`src/rtl/mul_pkg.sv`:
```
// mul_pkg: shared state encoding and sizing helpers for the iterative multiplier.
package mul_pkg;

    typedef enum logic [1:0] {IDLE, CALC, SIGN, DONE} state_t;

    localparam int WIDTH_DEF = 32;
    localparam int BPC_DEF   = 1;

    function automatic int cnt_w(input int n);
        return (n > 1) ? $clog2(n) : 1;
    endfunction

endpackage

```
`src/rtl/mul_iter_ctl.sv`:
```
// mul_iter_ctl: sequencer for mul_iter; flush cancels the operation and gates every strobe.
module mul_iter_ctl
    import mul_pkg::*;
#(
    parameter int N  = WIDTH_DEF / BPC_DEF,
    parameter int CW = cnt_w(N)
) (
    input  logic          clk,
    input  logic          rst,
    input  logic          start,
    input  logic          flush,
    output logic          busy,
    output logic          done,
    output logic          load,
    output logic          step,
    output logic          write,
    output logic [CW-1:0] cnt
);

    state_t st, nxt;

    always_ff @(posedge clk) begin
        if (rst) begin
            st  <= IDLE;
            cnt <= '0;
        end else begin
            st  <= nxt;
            cnt <= load ? '0 : step ? cnt + 1'b1 : cnt;
        end
    end

    always_comb begin
        nxt   = st;
        load  = 1'b0;
        step  = 1'b0;
        write = 1'b0;
        unique case (st)
            IDLE: begin
                nxt  = start ? CALC : IDLE;
                load = start;
            end
            CALC: begin
                step = 1'b1;
                nxt  = (cnt == CW'(N - 1)) ? SIGN : CALC;
            end
            SIGN: begin
                write = 1'b1;
                nxt   = DONE;
            end
            DONE: begin
                nxt  = start ? CALC : IDLE;
                load = start;
            end
        endcase
        if (flush) begin
            nxt   = IDLE;
            load  = 1'b0;
            step  = 1'b0;
            write = 1'b0;
        end
    end

    assign busy = (st == CALC) || (st == SIGN);
    assign done = (st == DONE);

endmodule

```
`src/rtl/mul_iter.sv`:
```
// mul_iter: radix-2^BPC shift-add multiplier producing HI/LO for MULT/MULTU.
module mul_iter
    import mul_pkg::*;
#(
    parameter int WIDTH = WIDTH_DEF,
    parameter int BPC   = BPC_DEF
) (
    input  logic             clk,
    input  logic             rst,
    input  logic             start,
    input  logic             is_signed,
    input  logic [WIDTH-1:0] op_a,
    input  logic [WIDTH-1:0] op_b,
    input  logic             flush,
    output logic             busy,
    output logic             done,
    output logic [WIDTH-1:0] hi,
    output logic [WIDTH-1:0] lo
);

    localparam int N  = WIDTH / BPC;
    localparam int CW = cnt_w(N);

    logic             load, step, write, neg;
    logic [CW-1:0]    cnt;
    logic [WIDTH-1:0] mcand, mplr;
    logic [2*WIDTH-1:0] acc, part;

    mul_iter_ctl #(.N(N), .CW(CW)) u_ctl (
        .clk  (clk),
        .rst  (rst),
        .start(start),
        .flush(flush),
        .busy (busy),
        .done (done),
        .load (load),
        .step (step),
        .write(write),
        .cnt  (cnt)
    );

    // Operands are held as magnitudes; the most-negative value maps to 2^(WIDTH-1) unsigned.
    assign part = ((2*WIDTH)'(mcand) * (2*WIDTH)'(mplr[BPC-1:0])) << (cnt * BPC);

    always_ff @(posedge clk) begin
        if (rst) begin
            mcand <= '0;
            mplr  <= '0;
            neg   <= 1'b0;
            acc   <= '0;
            hi    <= '0;
            lo    <= '0;
        end else begin
            if (load) begin
                mcand <= (is_signed && op_a[WIDTH-1]) ? -op_a : op_a;
                mplr  <= (is_signed && op_b[WIDTH-1]) ? -op_b : op_b;
                neg   <= is_signed & (op_a[WIDTH-1] ^ op_b[WIDTH-1]);
                acc   <= '0;
            end
            if (step) begin
                acc  <= acc + part;
                mplr <= mplr >> BPC;
            end
            if (write) {hi, lo} <= neg ? -acc : acc;
        end
    end

endmodule

```
`config.mk`:
```
export PLATFORM = sky130hd
export DESIGN_NAME = mul_iter
export DESIGN_NICKNAME = d
export VERILOG_FILES = /design/src/rtl/mul_pkg.sv /design/src/rtl/mul_iter_ctl.sv /design/src/rtl/mul_iter.sv
export SDC_FILE = /design/constraint.sdc
export NUM_CORES = 1
export LEC_CHECK = 0
export CAP_MARGIN = 20
export CORE_UTILIZATION = 51
export CTS_CLUSTER_DIAMETER = 50
export DETAILED_ROUTE_END_ITERATION = 10
export GPL_ROUTABILITY_DRIVEN = 0
export PLACE_DENSITY = 0.79
export SYNTH_ARGS = -nofsm -noshare
export SYNTH_HDL_FRONTEND = slang
export SYNTH_SLANG_ARGS = --single-unit
```
`constraint.sdc`:
```
create_clock -name clk -period 6.3 [get_ports clk]
set_input_delay 0.945 -clock clk [delete_from_list [all_inputs] [get_ports clk]]
set_output_delay 0.945 -clock clk [all_outputs]
set_load 0.05 [all_outputs]
```
# --- Word-level counts from Yosys, hierarchy flattened ---
# Index checks and enable logic that the tools add are counted.
word_totals:
  regBits: 200
  out_inout_bits: 66
  inputBits: 69
op_classes:
  muxes: 16
  shifts: 1
  n_reduce_logical: 9
  n_eq_ne: 4
  addsub: 5
  n_mul: 1
  bitwise_logic: 2
ops:
  columns: ["op", "count"]
  rows:
  - ["$mux 64", 3]
  - ["$add 64x64->64", 1]
  - ["$mux 32", 2]
  - ["$neg 32->32", 2]
  - ["$neg 64->64", 1]
  - ["$shl 33x5->64", 1]
  - ["$mux 31", 2]
  - ["$mul 32x1->33", 1]
  - ["$reduce_or 2->1", 4]
  - ["$mux 1", 7]
  - ["$pmux 2 s3", 1]
  - ["$add 5x1->5 const B", 1]
  - ["$eq 5x5->1 const B", 1]
  - ["$eq 2x2->1 const B", 2]
  - ["$eq 2x1->1 const B", 1]
  - ["$logic_and 1x1->1", 2]
  - ["$logic_not 2->1", 1]
  - ["$mux 2", 1]
  - ["$reduce_bool 2->1", 1]
  - ["$and 1x1->1", 1]
  - ["$logic_or 1x1->1", 1]
  - ["$xor 1x1->1", 1]

# --- Logic depth before layout (Yosys ltp) ---
# Gate-level depths: netlist of run 1.
logic_depth:
  word_depth: 6
  mapped_depth: 22

# --- Cells and area by module ---
# From an unflattened synthesis of run 1, not the netlist that was laid out.
hier_totals:
  hier_cells: 2078
  hier_area_um2: 15711.3
by_module_without_submodules:
  columns: ["mod", "instances", "area_each_um2", "cells_per_inst", "seq_area_each_um2"]
  rows:
  - ["mul_iter", 1, 15314.7, 2035, 3863.7]
  - ["mul_iter_ctl", 1, 396.6, 43, 140.1]

# --- Worst setup path before layout of run 1 ---
# OpenSTA, ideal clock, no wires.
synth_path:
  kind: "flip-flop to flip-flop"
  start: "reg u_ctl.cnt[0]"
  end: "reg acc[63]"
  period_less_slack_ns: 4.646
  n_path_buf: 2
  arrival_ns: 4.525
  path_slack_ns: 1.654
  stages_incl_launch_ff: 20
  setup_ns: 0.121
  path_cell_list: "dfxtp_1 buf_1 mux4_2 nand2_1 nor2_1 a31o_2 o21ai_0 nor2_1 ha_1 clkbuf_1 a21o_1 a21oi_1 o22ai_1 a211oi_1 a311oi_1 o21ba_2 nor2b_1 o21ai_0 a21oi_1 mux2_2"
synth_between:
  elab_chain_len: 3
synth_rtl:
  columns: ["element", "line", "rtl"]
  rows:
  - ["start: declaration", "mul_iter_ctl.sv:17", "output logic [CW-1:0] cnt"]
  - ["start signal: assignment", "mul_iter_ctl.sv:28", "cnt <= load ? '0 : step ? cnt + 1'b1 : cnt;"]
  - ["$shl 33x5->64", "mul_iter.sv:43", "assign part = ((2*WIDTH)'(mcand) * (2*WIDTH)'(mplr[BPC-1:0])) << (cnt * BPC);"]
  - ["$add 64x64->64", "mul_iter.sv:61", "acc <= acc + part;"]
  - ["$mux 64", "mul_iter.sv:60", "if (step) begin"]
  - ["end signal: assignment", "mul_iter.sv:61", null]
  - ["end: declaration", "mul_iter.sv:27", "logic [2*WIDTH-1:0] acc, part;"]
# Every way passes these cells.
# A chain may end at the register's enable or synchronous reset.

# --- Worst setup path after layout of run 1 ---
layout_path:
  start: "reg u_ctl.cnt[0]"
  end: "reg acc[62]"
# The elaborated chain is that of the path after synthesis.

==> flow_summary.json, run 1 <==
{
  "cpMostUsedCell": "o21ai_0",
  "syn_inst": 1996,
  "coreArea_um2": 29000,
  "cp_num_buf_inv": 1,
  "synth.distinct_cells": 65,
  "drive_above_1_share": 0.0596,
  "power.share.combinational": 0.106,
  "cts-root-buf": "clkbuf_16",
  "clk_latency_ns": 0.45,
  "setup_violations": 0,
  "critPathRequiredTime_ns": 6.62,
  "slew_headroom": 0.298,
  "overflow": 0,
  "die-area_um2": 30400,
  "via_count": 15100,
  "area_growth_pct": 13.8,
  "p_clk_frac": 0.414,
  "path_max_fanout": 33,
  "p_leak_nw": 6.29,
  "ios": 135,
  "rsz0062_at_grt": "no",
  "sequentialPowerShare": 0.480,
  "drc": 0,
  "htreeDepth": 4,
  "finalSetupTns_ns": 0,
  "ys.flop_type": "dfxtp_1",
  "vias_per_cell": 6.23,
  "max_freq_mhz": 181,
  "tritoncts": "done",
  "numCtsBuffers": 17,
  "clock-sinks": 200,
  "post-dp-hpwl_um": 31400,
  "yosysWarnings": 0,
  "cts.clk_slew.worst_paths_ns": 0.08,
  "ys_seq_area_frac": 0.264,
  "powerDensity_nw_per_um2": 160,
  "crit_path_top_delay_cell": "dfxtp_2",
  "slew_violations": 0,
  "hold_path.class": "reg2reg",
  "dp.cells": 2398,
  "crit_path_cell_trace": "buf_4 > mux4_2 > nand2_1 > nor2_1 > a31o_2 > o21ai_0 > mux2i_1 > ha_1 > a21o_1 > o21bai_1 > a221oi_1 > nand2b_1 > a211oi_1 > o21ai_1 > a41oi_1 > o41ai_1 > xnor2_1 > o21ai_0",
  "p_sw_uw": 756,
  "cp_data_arrival_time_ns": 5.85,
  "critPathKind": "reg2reg",
  "grt_pass1_vias": 13700,
  "stdcell_count": 2430,
  "tightestPinTransition_ns": 1.05,
  "final_common_cell": "nand2_1",
  "postRouteAntennaNets": 0,
  "grt_pass1_wl_um": 68800,
  "clk_path_buf_depth": 2,
  "startpoint_type": "register",
  "die_h_um": 174,
  "finClkSkew_ns": 0.00997,
  "slowest_delay_ns": 0.89,
  "synth_seq_cells": 200,
  "drt_wl_total_um": 42300,
  "p_sw_frac": 0.275,
  "synth_area_um2": 15200,
  "post_cts_buffers": 0,
  "ir_drop_v": 0.000188,
  "min_period_ns": 5.53,
  "hold_buffers": 0,
  "status": "finished, final reports clean",
  "drt_first_pass_iters": 6,
  "synthArstFlopShare": 0,
  "finalHoldViolations": 0,
  "io_buffers": 134,
  "grt_usage": 0.272,
  "final_cell_mix": "nand2_1 (251), nor2_1 (218), dfxtp_1 (198)",
  "grt_start_max_net_pins": 88,
  "drt-initial-drc-count": 1621,
  "finalCritPeriodShare": 0.877,
  "synth_edf_count": 0,
  "initial_core_util": 0.523,
  "insertedDiodeCount": 0,
  "path_delay_family": "compound AO/OA/AOI/OAI gates",
  "max-cap-violations": 0,
  "drt-wirelength-per-cell_um": 17.4,
  "internal-power_mw": 2.00,
  "cp-end-kind": "register",
  "avgSynthCellArea_um2": 7.60,
  "die_width_um": 174,
  "num_rows": 62,
  "cts_resized": 0,
  "layout.nets": 2183,
  "antenna_found_initial": 0,
  "syn_nets": 2146
}
final timing paths:
kind                                   from                    to  cells after the start  slack (ns)
setup / recovery  u_ctl.cnt[0]$_SDFFE_PP0P_  acc[62]$_SDFFE_PP0P_                     18        0.77
hold / removal          hi[18]$_SDFFE_PP0P_   hi[18]$_SDFFE_PP0P_                      2        0.45
setup reg to reg  u_ctl.cnt[0]$_SDFFE_PP0P_  acc[62]$_SDFFE_PP0P_                     18        0.77
hold reg to reg         hi[18]$_SDFFE_PP0P_   hi[18]$_SDFFE_PP0P_                      2        0.45
power by group through the flow:
stage | sequential, mW | combinational, mW | clock [mW]
6_report | 1.32 | 0.292 | 1.14
5_1_grt | 1.32 | 0.317 | 1.20
4_1_cts | 1.32 | 0.289 | 1.15
3_5_place_dp | 1.35 | 0.288 | 0
3_3_place_gp | 1.35 | 0.281 | 0
2_1_floorplan | 1.33 | 0.189 | 0
synthesized netlist by cell type, types with 16 or more instances:
library cell,instances,share of area
nand2_1,251,0.062
nor2_1,220,0.054
dfxtp_1,200,0.26
o21ai_0,147,0.049
a21oi_1,140,0.046
clkbuf_1,117,0.029
xor2_1,109,0.063
a211oi_1,91,0.045
nand3_1,84,0.028
ha_1,80,0.066
xnor2_1,65,0.038
a31oi_1,43,0.018
inv_1,34,0.0084
mux2i_1,34,0.022
a21o_1,32,0.016
mux4_2,25,0.037
o31ai_1,23,0.011
nand4_1,22,0.0091
nor3_1,22,0.0073
o22ai_1,20,0.0083
buf_1,17,0.0042
o41ai_1,16,0.0092
cell type report:
| cell class | instances | area (µm²) |
|---|---|---|
| Multi-Input combinational cell | 1626 | 10600 |
| Clock buffer | 19 | 443 |
| Timing Repair Buffer | 152 | 1470 |
| Sequential cell | 200 | 4010 |
| Clock inverter | 13 | 160 |
| Inverter | 36 | 135 |
| Tap cell | 384 | 480 |
| Fill cell | 2674 | 11800 |
tightest hold or removal path: cells and delay by family (launching register included):
family / cells / cell delay (ns)
AO/OA/AOI/OAI: 1 / 0.05
flip-flops: 1 / 0.31
AND/OR/NAND/NOR: 1 / 0.05
state kept, by name, summed over array words and instances (netlist names):
| signal | flops |
|---|---|
| acc | 64 |
| hi | 32 |
| u_ctl.cnt | 5 |
| mcand | 32 |
| lo | 32 |
| mplr | 32 |
| u_ctl.st | 2 |
| neg | 1 |
metal layers:
| metal | GRT usage | share of wire | vias up |
|---|---|---|---|
| met5 | 0 | 0 | - |
| met4 | 0.132 | 0.042 | 0 |
| met3 | 0.0367 | 0.075 | 139 |
| met2 | 0.421 | 0.44 | 736 |
| met1 | 0.372 | 0.45 | 6953 |
| li1 | - | - | 7319 |
per-stage QoR:
step	setup WS, ns	instance area (µm²)	util	total power, mW	hold WS, ns
global route	0.461	17200	0.595	2.84	0.483
finish	0.773	17200	0.595	2.75	0.453
detailed placement	0.981	16600	0.574	1.64	0.443
floorplan	1.65	15200	-	1.52	0.432
global placement	1.14	16600	0.574	1.63	0.440
CTS	0.914	17200	0.595	2.76	0.453
cells by family after synthesis:
| family | after synthesis | share of synthesized area |
|---|---|---|
| AOI/OAI and AO/OA | 594 | 0.247 |
| xor gates and xnor gates | 174 | 0.101 |
| adders and majority gates | 81 | 0.0673 |
| buffers and inverters | 170 | 0.0421 |
| DFF | 200 | 0.264 |
| muxes | 64 | 0.0633 |
| and+or+nand+nor | 713 | 0.216 |
Note: power is estimated with default switching activity, not from simulation.
==> inputs of run 2 (changes only) <==
--- a/config.mk
+++ b/config.mk
@@ -10,7 +10,7 @@
 export CTS_CLUSTER_DIAMETER = 50
 export DETAILED_ROUTE_END_ITERATION = 10
 export GPL_ROUTABILITY_DRIVEN = 0
-export PLACE_DENSITY = 0.79
+export PLACE_DENSITY = 0.74
 export SYNTH_ARGS = -nofsm -noshare
 export SYNTH_HDL_FRONTEND = slang
 export SYNTH_SLANG_ARGS = --single-unit
==> run 2 against run 1 <==
Compared with the run above:
- register-to-register slack better by 0.13 ns
- via count is 1.8% lower
- global-route usage increased by 0.086 points
- critical endpoint is now acc[61]$_SDFFE_PP0P_
- final cell count grew 0.16%
- maximum frequency increased by 2.3%
- first-iteration DRC count is 20% lower
- worst hold slack better by 0.0034 ns
- non-clock buffer count grew 4
==> flow_summary.json, run 2 (synthesis gave the netlist of run 1 again) <==
{
  "finalCritPeriodShare": 0.857,
  "die-area_um2": 30400,
  "fillers": 2620,
  "use_met1": 0.375,
  "cp_data_arrival_time_ns": 5.73,
  "slowest_delay_ns": 0.78,
  "p_sw_frac": 0.285,
  "grt_pass1_wl_um": 68500,
  "largest_reg_flops": 64,
  "die_h_um": 174,
  "coreArea_um2": 29000,
  "cts-root-buf": "clkbuf_16",
  "powerDensity_nw_per_um2": 158,
  "slew_violations": 0,
  "postRouteAntennaNets": 0,
  "busiest_layer": "met2",
  "cpMostUsedCell": "a21oi_1",
  "max-cap-violations": 0,
  "stdcell_count": 2434,
  "io_buffers": 134,
  "status": "finished, final reports clean",
  "drive_above_1_share": 0.0620,
  "drt_first_pass_iters": 9,
  "initial_core_util": 0.523,
  "max_freq_mhz": 185,
  "drc": 0,
  "tightestPinTransition_ns": 1.07,
  "slew_headroom": 0.289,
  "r2r_slack_ns": 0.90,
  "cp-end-kind": "register",
  "num_rows": 62,
  "hold_path.class": "reg2reg",
  "regMostFlops": "acc",
  "place_ws_ns": 1.04,
  "internal-power_mw": 1.96,
  "startpoint_type": "register",
  "setup_ws_ns": 0.900,
  "layout.nets": 2187,
  "finalSetupTns_ns": 0,
  "tritoncts": "done",
  "critPathRequiredTime_ns": 6.63,
  "drt-initial-drc-count": 1303,
  "cp_num_buf_inv": 1,
  "numCtsBuffers": 17,
  "finClkSkew_ns": 0.0117,
  "use_met2": 0.416,
  "drt_wl_total_um": 41800,
  "area_growth_pct": 14.1,
  "clk_latency_ns": 0.46,
  "grtUsageMet3": 0.0437,
  "drt-wirelength-per-cell_um": 17.2,
  "min_period_ns": 5.40,
  "antenna_found_initial": 0,
  "htreeDepth": 4,
  "final_cell_mix": "nand2_1 (251), nor2_1 (218), dfxtp_1 (198)",
  "multi_input_area_um2": 10600,
  "power.share.combinational": 0.107,
  "hold_buffers": 0,
  "grt_start_max_net_pins": 84,
  "grt_usage": 0.273,
  "p_leak_nw": 6.32,
  "overflow": 0,
  "dp.cells": 2401,
  "clock-sinks": 200,
  "crit_path_top_delay_cell": "dfxtp_2",
  "finalHoldViolations": 0,
  "grt_pass1_vias": 13600,
  "vias_per_cell": 6.11,
  "crit_path_cell_trace": "buf_4 > mux4_2 > nand2_1 > nor2_1 > a31oi_1 > a21oi_1 > a21o_1 > ha_1 > a21oi_1 > o21ai_0 > a221o_1 > a21oi_1 > o22ai_1 > or3_1 > a21oi_1 > o21ai_1 > xnor2_1 > o21ai_0",
  "ios": 135,
  "sequentialPowerShare": 0.482,
  "path_max_fanout": 28,
  "ir_drop_v": 0.000177,
  "critPathKind": "reg2reg",
  "p_total_mw": 2.74,
  "seq_area_um2": 4010,
  "final_common_cell": "nand2_1",
  "cts_resized": 0,
  "insertedDiodeCount": 0,
  "path_delay_family": "compound AO/OA/AOI/OAI gates",
  "die_width_um": 174,
  "post-dp-hpwl_um": 31300,
  "post_cts_buffers": 0,
  "p_clk_frac": 0.411,
  "setup_violations": 0,
  "rsz0062_at_grt": "no",
  "cts.clk_slew.worst_paths_ns": 0.08,
  "p_sw_uw": 781,
  "clk_path_buf_depth": 2,
  "via_count": 14900,
  "utilization": 0.596
}
[run 2: layout make-up]
type / count / share of cell area
Clock inverter: 15 / 0.0101
Sequential cell: 200 / 0.232
Clock buffer: 17 / 0.0246
Timing Repair Buffer: 156 / 0.0881
Inverter: 36 / 0.00781
Tap cell: 384 / 0.0278
Multi-Input combinational cell: 1626 / 0.610
[run 2: power groups by stage]
| stage | logic, mW | clock network (mW) | registers, mW |
|---|---|---|---|
| after global placement | 0.281 | 0 | 1.35 |
| after floorplan | 0.189 | 0 | 1.33 |
| final | 0.293 | 1.13 | 1.32 |
| after CTS | 0.288 | 1.14 | 1.32 |
| after detailed placement | 0.287 | 0 | 1.35 |
| after global routing | 0.320 | 1.19 | 1.32 |
[run 2: final timing paths]
check,from,to,cells past startpoint
setup reg to reg,u_ctl.cnt[0]$_SDFFE_PP0P_,acc[61]$_SDFFE_PP0P_,18
hold reg to reg,hi[26]$_SDFFE_PP0P_,hi[26]$_SDFFE_PP0P_,2
setup / recovery,u_ctl.cnt[0]$_SDFFE_PP0P_,acc[61]$_SDFFE_PP0P_,18
hold / removal,hi[26]$_SDFFE_PP0P_,hi[26]$_SDFFE_PP0P_,2
[run 2: routing by layer]
metal	wire [µm]	up-vias
met5	0	-
met4	1710	0
met3	3140	116
met2	18200	658
met1	18800	6749
li1	-	7347
[run 2: worst register-to-register path, cell delays in order, from the launching register on]
cell and delay [ns]:
dfxtp_2 0.78, buf_4 0.41, mux4_2 0.54, nand2_1 0.10, nor2_1 0.04, a31oi_1 0.37
a21oi_1 0.15, a21o_1 0.25, ha_1 0.40, a21oi_1 0.17, o21ai_0 0.15, a221o_1 0.33
a21oi_1 0.18, o22ai_1 0.14, or3_1 0.47, a21oi_1 0.38, o21ai_1 0.18, xnor2_1 0.16
o21ai_0 0.08
[run 2: per-stage QoR]
step           instance area (µm²)  hold WS (ns)
6_report                     17300         0.456
5_1_grt                      17300         0.484
4_1_cts                      17300         0.456
3_5_place_dp                 16700         0.447
3_3_place_gp                 16700         0.440
2_1_floorplan                15200         0.432
